## config.mk

```make
export PLATFORM = sky130hd
export DESIGN_NAME = uart_rx_oversample
export DESIGN_NICKNAME = d
export VERILOG_FILES = /design/src/rtl/uart_rx_oversample.sv
export SDC_FILE = /design/constraint.sdc
export NUM_CORES = 1
export LEC_CHECK = 0
export ABC_AREA = 1
export CAP_MARGIN = 20
export CORE_MARGIN = 3
export CORE_UTILIZATION = 30
export CTS_CLUSTER_SIZE = 10
export DETAILED_ROUTE_END_ITERATION = 6
export GPL_ROUTABILITY_DRIVEN = 0
export SYNTH_ARGS = -nofsm -noshare
export SYNTH_HDL_FRONTEND = slang
export SYNTH_SLANG_ARGS = --single-unit
```

## constraint.sdc

```tcl
create_clock -name clk -period 2.5 [get_ports clk]
set_input_delay 0.25 -clock clk [delete_from_list [all_inputs] [get_ports clk]]
set_output_delay 0.25 -clock clk [all_outputs]
set_load 0.05 [all_outputs]
```

## src/rtl/uart_rx_oversample.sv

```systemverilog
// uart_rx_oversample: oversampling UART 8N1 receiver; define UART_RX_PARITY_EN for 8E1 with parity_err
module uart_rx_oversample #(
    parameter int clock_frequency = 1000000,
    parameter int baud_rate       = 9600,
    parameter int OVERSAMPLE      = 16
) (
    input  logic       clk,
    input  logic       rst,
    input  logic       rx,
    output logic [7:0] dout,
    output logic       donerx,
    output logic       frame_err,
    output logic       parity_err,
    output logic       busy
);
    localparam int DIV = clock_frequency / (baud_rate * OVERSAMPLE);
    localparam int DW = $clog2(DIV + 1);
    localparam int TW = $clog2(OVERSAMPLE);
    localparam logic [DW-1:0] DLAST = DW'(DIV - 1);
    localparam logic [TW-1:0] HALF = TW'(OVERSAMPLE / 2 - 1);
    localparam logic [TW-1:0] LAST = TW'(OVERSAMPLE - 1);
    typedef enum logic [2:0] {S_IDLE, S_START, S_DATA, S_PARITY, S_STOP} state_t;
    state_t        state_q;
    logic [DW-1:0] div_q, div_d;
    logic          tick;
    logic          rx_meta_q, rx_s_q, rx_prev_q;
    logic [TW-1:0] tick_cnt_q;
    logic [2:0]    bit_cnt_q;
    logic [7:0]    shreg_q, dout_q;
    logic          donerx_q, frame_err_q, busy_q;
`ifdef UART_RX_PARITY_EN
    logic          parity_err_q, par_bad_q;
    assign parity_err = parity_err_q;
`else
    assign parity_err = 1'b0;
`endif
    assign dout      = dout_q;
    assign donerx    = donerx_q;
    assign frame_err = frame_err_q;
    assign busy      = busy_q;
    // free-running tick divider: one tick every DIV clocks
    always_comb begin
        tick  = div_q == DLAST;
        div_d = tick ? '0 : div_q + DW'(1);
    end
    // divider register
    always_ff @(posedge clk) begin
        if (rst) div_q <= '0;
        else div_q <= div_d;
    end
    // two-flop synchroniser; rx_prev holds the previous tick's sample for edge detection
    always_ff @(posedge clk) begin
        if (rst) begin
            rx_meta_q <= 1'b1;
            rx_s_q    <= 1'b1;
            rx_prev_q <= 1'b1;
        end else begin
            rx_meta_q <= rx;
            rx_s_q    <= rx_meta_q;
            if (tick) rx_prev_q <= rx_s_q;
        end
    end
    // receive FSM with registered byte, strobes and busy
    always_ff @(posedge clk) begin
        if (rst) begin
            state_q      <= S_IDLE;
            tick_cnt_q   <= '0;
            bit_cnt_q    <= '0;
            shreg_q      <= '0;
            dout_q       <= '0;
            donerx_q     <= 1'b0;
            frame_err_q  <= 1'b0;
            busy_q       <= 1'b0;
`ifdef UART_RX_PARITY_EN
            parity_err_q <= 1'b0;
            par_bad_q    <= 1'b0;
`endif
        end else begin
            donerx_q    <= 1'b0;
            frame_err_q <= 1'b0;
`ifdef UART_RX_PARITY_EN
            parity_err_q <= 1'b0;
`endif
            if (tick) begin
                case (state_q)
                    S_IDLE: begin
                        if (rx_prev_q && !rx_s_q) begin
                            state_q    <= S_START;
                            tick_cnt_q <= '0;
                            busy_q     <= 1'b1;
                        end
                    end
                    S_START: begin
                        if (tick_cnt_q == HALF) begin
                            tick_cnt_q <= '0;
                            bit_cnt_q  <= '0;
                            state_q    <= rx_s_q ? S_IDLE : S_DATA;
                            busy_q     <= !rx_s_q;
                        end else tick_cnt_q <= tick_cnt_q + TW'(1);
                    end
                    S_DATA: begin
                        if (tick_cnt_q == LAST) begin
                            tick_cnt_q <= '0;
                            shreg_q    <= {rx_s_q, shreg_q[7:1]};
                            bit_cnt_q  <= bit_cnt_q + 3'd1;
`ifdef UART_RX_PARITY_EN
                            if (bit_cnt_q == 3'd7) state_q <= S_PARITY;
`else
                            if (bit_cnt_q == 3'd7) state_q <= S_STOP;
`endif
                        end else tick_cnt_q <= tick_cnt_q + TW'(1);
                    end
`ifdef UART_RX_PARITY_EN
                    S_PARITY: begin
                        if (tick_cnt_q == LAST) begin
                            tick_cnt_q <= '0;
                            par_bad_q  <= rx_s_q ^ (^shreg_q);
                            state_q    <= S_STOP;
                        end else tick_cnt_q <= tick_cnt_q + TW'(1);
                    end
`endif
                    S_STOP: begin
                        if (tick_cnt_q == LAST) begin
                            tick_cnt_q <= '0;
                            state_q    <= S_IDLE;
                            busy_q     <= 1'b0;
                            if (rx_s_q) begin
                                dout_q   <= shreg_q;
                                donerx_q <= 1'b1;
                            end else frame_err_q <= 1'b1;
`ifdef UART_RX_PARITY_EN
                            parity_err_q <= par_bad_q;
`endif
                        end else tick_cnt_q <= tick_cnt_q + TW'(1);
                    end
                    default: state_q <= S_IDLE;
                endcase
            end
        end
    end
endmodule

```

; Yosys cells after proc, flatten, opt, wreduce, memory -nomap -nowiden
; Index checks and enable logic that the tools add are counted.
[op_classes]
n_eq_ne = 12
addsub = 3
n_reduce_logical = 15
n_mux = 20
bitwise = 3
[ops]
columns = cell, count
row1 = $mux 3, 7
row2 = $mux 4, 3
row3 = $pmux 3 s4, 1
row4 = $pmux 4 s3, 1
row5 = $ne 2x2->1 const B, 5
row6 = $eq 3x3->1 const B, 3
row7 = $reduce_and 4->1, 2
row8 = $add 3x1->3 const B, 2
row9 = $pmux 3 s2, 1
row10 = $reduce_and 3->1, 2
row11 = $reduce_and 6->1, 1
row12 = $reduce_bool 3->1, 2
row13 = $mux 1, 5
row14 = $reduce_and 5->1, 1
row15 = $add 4x1->4 const B, 1
row16 = $eq 4x3->1 const B, 1
row17 = $eq 4x4->1 const B, 1
row18 = $reduce_or 2->1, 2
row19 = $reduce_or 4->1, 1
row20 = $eq 3x1->1 const B, 1
row21 = $eq 3x2->1 const B, 1
row22 = $logic_not 3->1, 1
row23 = $not 1->1, 3
row24 = $pmux 1 s3, 1
row25 = 4 further kinds, 4
[totals]
wordCells = 65
out_inout_bits = 12
reg_bits = 35
input_bits = 3

; Logic depth before layout (Yosys ltp)
; Gate-level depths: netlist of run 1.
[depth]
ltp_word = 4
ltp_mapped = 11
ltp_nobuf = 11

; Worst setup path before layout of run 1
; Ideal clock, no wire load.
[synth_path]
path_kind = register to register
from = register tick_cnt_q[0]
to = register busy_q (netlist: busy)
setup_time_ps = 117
setup_slack_ps = 1162
stages_incl_launch_ff = 9
arrival_ps = 1221
path_buffers = 0
path_cell_list = dfxtp_1 -> ha_1 -> nand2_2 -> nor2_4 -> nor2_1 -> nor2_2 -> nand2_1 -> o21ai_0 -> nor2_1
[synth_between]
elab_chain_len = 3
elab_cells_between_ends = 5
classes_between = eq/ne: 4 / reduce/logical: 1
[synth_lines]
columns = item, line
row1 = "start, declared", 27  ; logic [TW-1:0] tick_cnt_q;
row2 = "start signal, assigned", 99  ; end else tick_cnt_q <= tick_cnt_q + TW'(1);
row3 = "start signal, assigned", 111  ; end else tick_cnt_q <= tick_cnt_q + TW'(1);
row4 = "start signal, assigned", 134  ; end else tick_cnt_q <= tick_cnt_q + TW'(1);
row5 = $eq 4x4->1 / $eq 4x3->1 (equally long branches), "123, 94"
row6 = $ne 2x2->1 (no line), n/a
row7 = $reduce_and 5->1 (no line) *, n/a
row8 = "end signal, assigned", 98  ; busy_q <= !rx_s_q;
row9 = "end, declared", 30  ; logic donerx_q, frame_err_q, busy_q;
; Mark *: on every way between the ends. The rest lies on a longest branch, timed or not.
; A chain may end at the register's enable or synchronous reset.

; Worst setup path after layout of run 1
[layout_path]
from = register busy_q (netlist: busy)
to = output busy
[layout_lines]
columns = item, line
row1 = "end, declared", 14  ; output logic busy
; No word-level cell between the ends.

==> results of run 1 <==
placed cells by master, fill, tap and decap left out, drive strengths merged:
cell type and count:
nor3 1, conb 1, a21oi 8, o21ai 21
a211oi 1, clkbuf 6, nor4 1, maj3 1
ha 5, dfxtp 35, nand3 7, o211ai 1
or2 3, nor2 58, inv 22, clkdlybuf4s50 13
clkinv 1, xnor2 1, nand4 3, nand2 55
cells in the mapped netlist (all sizes together):
cell type and instances:
nor4 1, nand4 3, nor3 1, a211oi 1, maj3 1, or2 3, clkbuf 1, ha 5
a21oi 8, inv 22, buf 4, xnor2 1, o21ai 21, dfxtp 35, nor2 58, nand2 55
nand3 7, conb 1, o211ai 1
metal layers:
layer	wire [um]	track usage [%]	vias up
met5	0	0	-
met4	69	5.57	0
met3	68	3.03	6
met2	1440	19.0	15
met1	1610	14.9	615
li1	-	-	746
logic make-up (layout without fill, tap and decap cells):
family | count (synthesis) | after routing | synth area share [%]
and+or+nand+nor | 128 | 128 | 35.3
other | 1 | 1 | 0.225
buffers and inverters | 27 | 42 | 6.89
adders and majority gates | 6 | 6 | 4.34
AOI/OAI and AO/OA | 31 | 31 | 10.8
xor gates and xnor gates | 1 | 1 | 0.524
DFF | 35 | 35 | 41.9
state kept, by name, indices dropped and copies added (netlist names):
register and flops:
rx_meta_q 1, rx_s_q 1, dout 8, state_q 3, bit_cnt_q 3, busy 1, div_q 3, shreg_q 8
rx_prev_q 1, tick_cnt_q 4, frame_err 1, donerx 1
area by class of cell:
class,instances,area share (%)
clock buffers,6,4.25
clock inverters,1,0.258
inverters,22,4.25
multi-input cells,167,44.0
flip-flops and latches,35,36.1
well taps,70,4.51
repair buffers,13,6.70
worst paths after layout:
path                 start      end  slack, ps  depth (start not counted)
max                   busy     busy        820                          1
min              rx_meta_q   rx_s_q        420                          1
max reg2reg  tick_cnt_q[0]  dout[0]        930                          8
min reg2reg      rx_meta_q   rx_s_q        420                          1
report_power, final:
| part | switching [mW] | internal, mW |
|---|---|---|
| Clock | 0.193 | 0.216 |
| Sequential | 0.00405 | 0.564 |
| Combinational | 0.0238 | 0.0125 |
==> run_results.csv, run 1 <==
group,metric,value,unit
place,pre_cts_ws,688,ps
worst_setup_path,arrival,1430,ps
worst_setup_path,crit_family,"buffers and inverters",
cts,cts-root-buf,"clkbuf_8",
drt,drt_drc_violations_left,0,
floorplanning,start_util,31.9,%
drt,viasPerCell,4.40,
pwr,vdd_drop_max,0.420,mV
cts,cts_setup_buffers,0,
floorplanning,pin_count,15,
drt,drt_iter0_markers,58,
hold_path,hp-class,"reg -> reg",
final_layout,fin_cells,314,
worst_setup_path,criticalPathCategory,"reg -> out",
synthesis,netlist_area,0.00167,mm^2
sta,clock.fmax,0.595,GHz
synthesis,synth_seq_cells,35,
sta,hold_slack,416,ps
worst_setup_path,required,2250,ps
cts,clockBufferDepth,2,
synthesis,yosys.area.top_type,"dfxtp_1",
worst_setup_path,worstPathCellList,"clkdlybuf4s50_1",
global_route,grt.total_usage,11.9,%
final_layout,antennaDiodeCount,0,
floorplanning,fp.dieW,80.6,um
pwr,power,1.01,mW
final_layout,seqCellArea,701,um^2
final_layout,syn_to_final_growth,16.3,%
sta,fin_crit,1680,ps
floorplanning,fp.dieArea,0.00650,mm^2
sta,hold_viol_final,0,
synthesis,synth_cells,229,
cts,cts-buffers-inserted,5,
synthesis,seq_area_frac_synth,41.9,%
synthesis,synth_top_area_share,41.9,%
final_layout,utilization,37.1,%
final_layout,multiInputGateArea,855,um^2
cts,clock_sinks,35,
place,dp_cells,307,
cts,cts.htree.levels,2,
final_layout,finish.instance_area,0.00194,mm^2
synthesis,yosys_warnings,0,
place,dpl.hpwl,2320,um
worst_setup_path,cp_slowest_cell,"clkdlybuf4s50_1",
drt,num_vias,1382,
worst_setup_path,worst_setup_path_end_kind,"output port",
place,place_area,0.00186,mm^2
sta,finalMaxSlewViolations,0,
global_route,antenna_found_initial,0,
cts,path_clk_slew,70,ps
cts,cts_tree,"built",
floorplanning,rows,26,
synthesis,synth_nets,237,
floorplanning,fp.dieH,80.6,um
pwr,p_leak,0.888,nW
floorplanning,coreArea,0.00524,mm^2
sta,skew,4.97,ps
global_route,grt_overflow,0,
final_layout,layout.nets,252,
synthesis,synth.distinct_cells,30,
worst_setup_path,cp-start-kind,"flip-flop",
worst_setup_path,worst-path-max-fanout,2,
global_route,grt_max_degree,25,
pwr,power.density,522,mW/mm^2
drt,dr.pass1.iters,4,
drt,antenna_left,0,
cts,post_cts_resize_count,0,
global_route,first_global_vias,1382,
worst_setup_path,critical_path_buf_inv_count,1,
final_layout,fillers,552,
final_layout,drive_above_1_share,14.8,%
sta,setup_ws,819,ps
worst_setup_path,max_stage_delay,800,ps
drt,wl_per_cell,10.2,um
place,numPortBuffers,13,
sta,fin_setup_tns,0,ps
sta,period_share,67.2,%
cts,insertion_delay,280,ps
cts,hold_buffers,0,
flow_run,maxCapViolations,0,
sta,worst_pin_slew,633,ps
synthesis,synth_area_leaders,"dfxtp_1 42%, nor2_1 11%, nand2_1 11%, o21ai_0 6.0%, ha_1 3.7%",
sta,setup_viol,0,
synthesis,avgSynthCellArea,7.29,um^2
drt,routed_wl,3190,um
run_status,status,"complete, no violations",
sta,slew_headroom,57.7,%
global_route,grt_pass1_wl,6030,um
sta,rsz0062_at_grt,"false",
Power figures use the tool's default switching activity.
==> run 2, diff against run 1 <==
Clock period 2.5 ns to 1.6 ns, I/O delays scaled along.
==> run_results.csv, run 2 (same netlist as run 1, synthesis figures left out) <==
group,metric,value,unit
global_route,grt_max_degree,25,
sta,finalMaxSlewViolations,0,
final_layout,fillers,526,
sta,fin_crit,1490,ps
drt,routed_wl,3180,um
worst_setup_path,reg2reg_slack,110,ps
cts,cts_tree,"built",
cts,clock_sinks,35,
worst_setup_path,ff2ff_path_depth,8,
worst_setup_path,required,1830,ps
sta,skew,6.82,ps
worst_setup_path,worst_setup_path_end_kind,"flip-flop",
global_route,grt.total_usage,10.9,%
sta,slew_headroom,56.8,%
drt,drt_iter0_markers,57,
place,pre_cts_ws,49.7,ps
place,place_area,0.00184,mm^2
drt,wl_per_cell,9.91,um
floorplanning,fp.dieArea,0.00650,mm^2
floorplanning,coreArea,0.00524,mm^2
pwr,pwr-share-comb,3.2,%
worst_setup_path,crit_path_end,"dout[1]",
flow_run,maxCapViolations,0,
sta,worst_pin_slew,647,ps
final_layout,final_common_cell,"nor2_1",
final_layout,multiInputGateArea,883,um^2
floorplanning,fp.dieW,80.6,um
cts,path_clk_slew,70,ps
final_layout,final_cell_mix,"50 x nor2_1, 48 x nand2_1, 32 x dfxtp_1",
hold_path,hp-class,"reg -> reg",
final_layout,utilization,38.9,%
cts,cts-root-buf,"clkbuf_8",
final_layout,syn_to_final_growth,22.1,%
final_layout,seqCellArea,707,um^2
worst_setup_path,crit_top_cell,"nor2_4",
drt,dr.pass1.iters,4,
pwr,pwr-share-clk,50.2,%
drt,viasPerCell,4.40,
run_status,status,"complete, no violations",
pwr,seq_power_share,46.6,%
place,dpl.hpwl,2250,um
global_route,grt_overflow,0,
global_route,first_global_vias,1288,
sta,hold_viol_final,0,
final_layout,layout.nets,258,
worst_setup_path,worstPathCellList,"ha_4 > nand2_4 > nor2_4 > nand2_2 > nor2_4 > buf_4 > o21ai_0 > nor2_1",
cts,clockBufferDepth,2,
pwr,internal-power,1.52,mW
sta,hold_slack,403,ps
pwr,power.density,932,mW/mm^2
sta,fin_setup_tns,0,ps
drt,antenna_left,0,
global_route,grt_pass1_wl,5530,um
worst_setup_path,worst-path-max-fanout,8,
final_layout,antennaDiodeCount,0,
worst_setup_path,rr_startpoint,"tick_cnt_q[0]",
worst_setup_path,cp-start-kind,"flip-flop",
cts,cts-buffers-inserted,5,
worst_setup_path,timing.rr.end,"dout[1]",
drt,num_vias,1414,
cts,cts.htree.levels,2,
worst_setup_path,max_stage_delay,390,ps
pwr,p_sw_share,19.9,%
floorplanning,start_util,31.9,%
cts,insertion_delay,290,ps
floorplanning,rows,26,
pwr,p_leak,0.968,nW
sta,clock.fmax,0.672,GHz
pwr,switching_power,378,uW
floorplanning,pin_count,15,
worst_setup_path,critPathLaunch,"tick_cnt_q[0]",
sta,period_share,93.0,%
floorplanning,fp.dieH,80.6,um
place,numPortBuffers,13,
drt,drt_drc_violations_left,0,
pwr,vdd_drop_max,0.562,mV
global_route,antenna_found_initial,0,
sta,setup_viol,0,
sta,setup_ws,113,ps
final_layout,drive_above_1_share,23.1,%
final_layout,finish.instance_area,0.00204,mm^2
worst_setup_path,cp_slowest_cell,"dfxtp_4",
worst_setup_path,arrival,1720,ps
worst_setup_path,criticalPathCategory,"reg -> reg",
-- run 2: power groups by stage --
stage	clock (mW)	sequential, mW	combinational (mW)
2_1_floorplan	0	0.907	0.0478
3_5_place_dp	0	0.908	0.0615
5_1_grt	1.01	0.887	0.0692
3_3_place_gp	0	0.907	0.0610
6_report	0.955	0.885	0.0604
4_1_cts	0.982	0.887	0.0618
-- run 2: layer usage --
layer	up-vias	wire length (um)	global-route usage, %
met5	-	0	0
met4	0	58	4.56
met3	8	125	3.36
met2	19	1470	18.7
met1	623	1520	12.5
li1	764	-	-
-- run 2: repair_timing --
action | 4_1_cts | 5_1_grt
hold buffers | 0 | 0
resized for setup | 0 | 8
setup endpoints to repair | 0 | 15
buffers inserted | 0 | 3
-- run 2: critical path: cells and delay by family, from the launching register on --
kind | cells | cell delay (ps)
compound gates | 1 | 70
simple gates | 5 | 670
flops | 1 | 390
buf+inv | 1 | 150
fa+ha+maj | 1 | 150
-- run 2: layout make-up --
class	instances	share of cell area, %
repair buffers	18	6.87
inverters	22	4.17
multi-input cells	168	43.3
flip-flops and latches	35	34.7
clock buffers	5	3.37
clock inverters	3	3.31
well taps	70	4.29
-- run 2: worst min path at each step --
stage / from / to / cells after the start
global placement: rx_meta_q / rx_s_q / 1
detailed placement: rx_meta_q / rx_s_q / 1
finish: rx_meta_q / rx_s_q / 1
CTS: rx_meta_q / rx_s_q / 1
floorplan: rx / rx_meta_q / 1
global route: rx_meta_q / rx_s_q / 1
-- run 2: metrics by stage --
stage               power (mW)  instances
floorplan                0.954        229
global placement         0.968        309
detailed placement       0.969        309
CTS                       1.93        317
global route              1.97        321
finish                    1.90        321
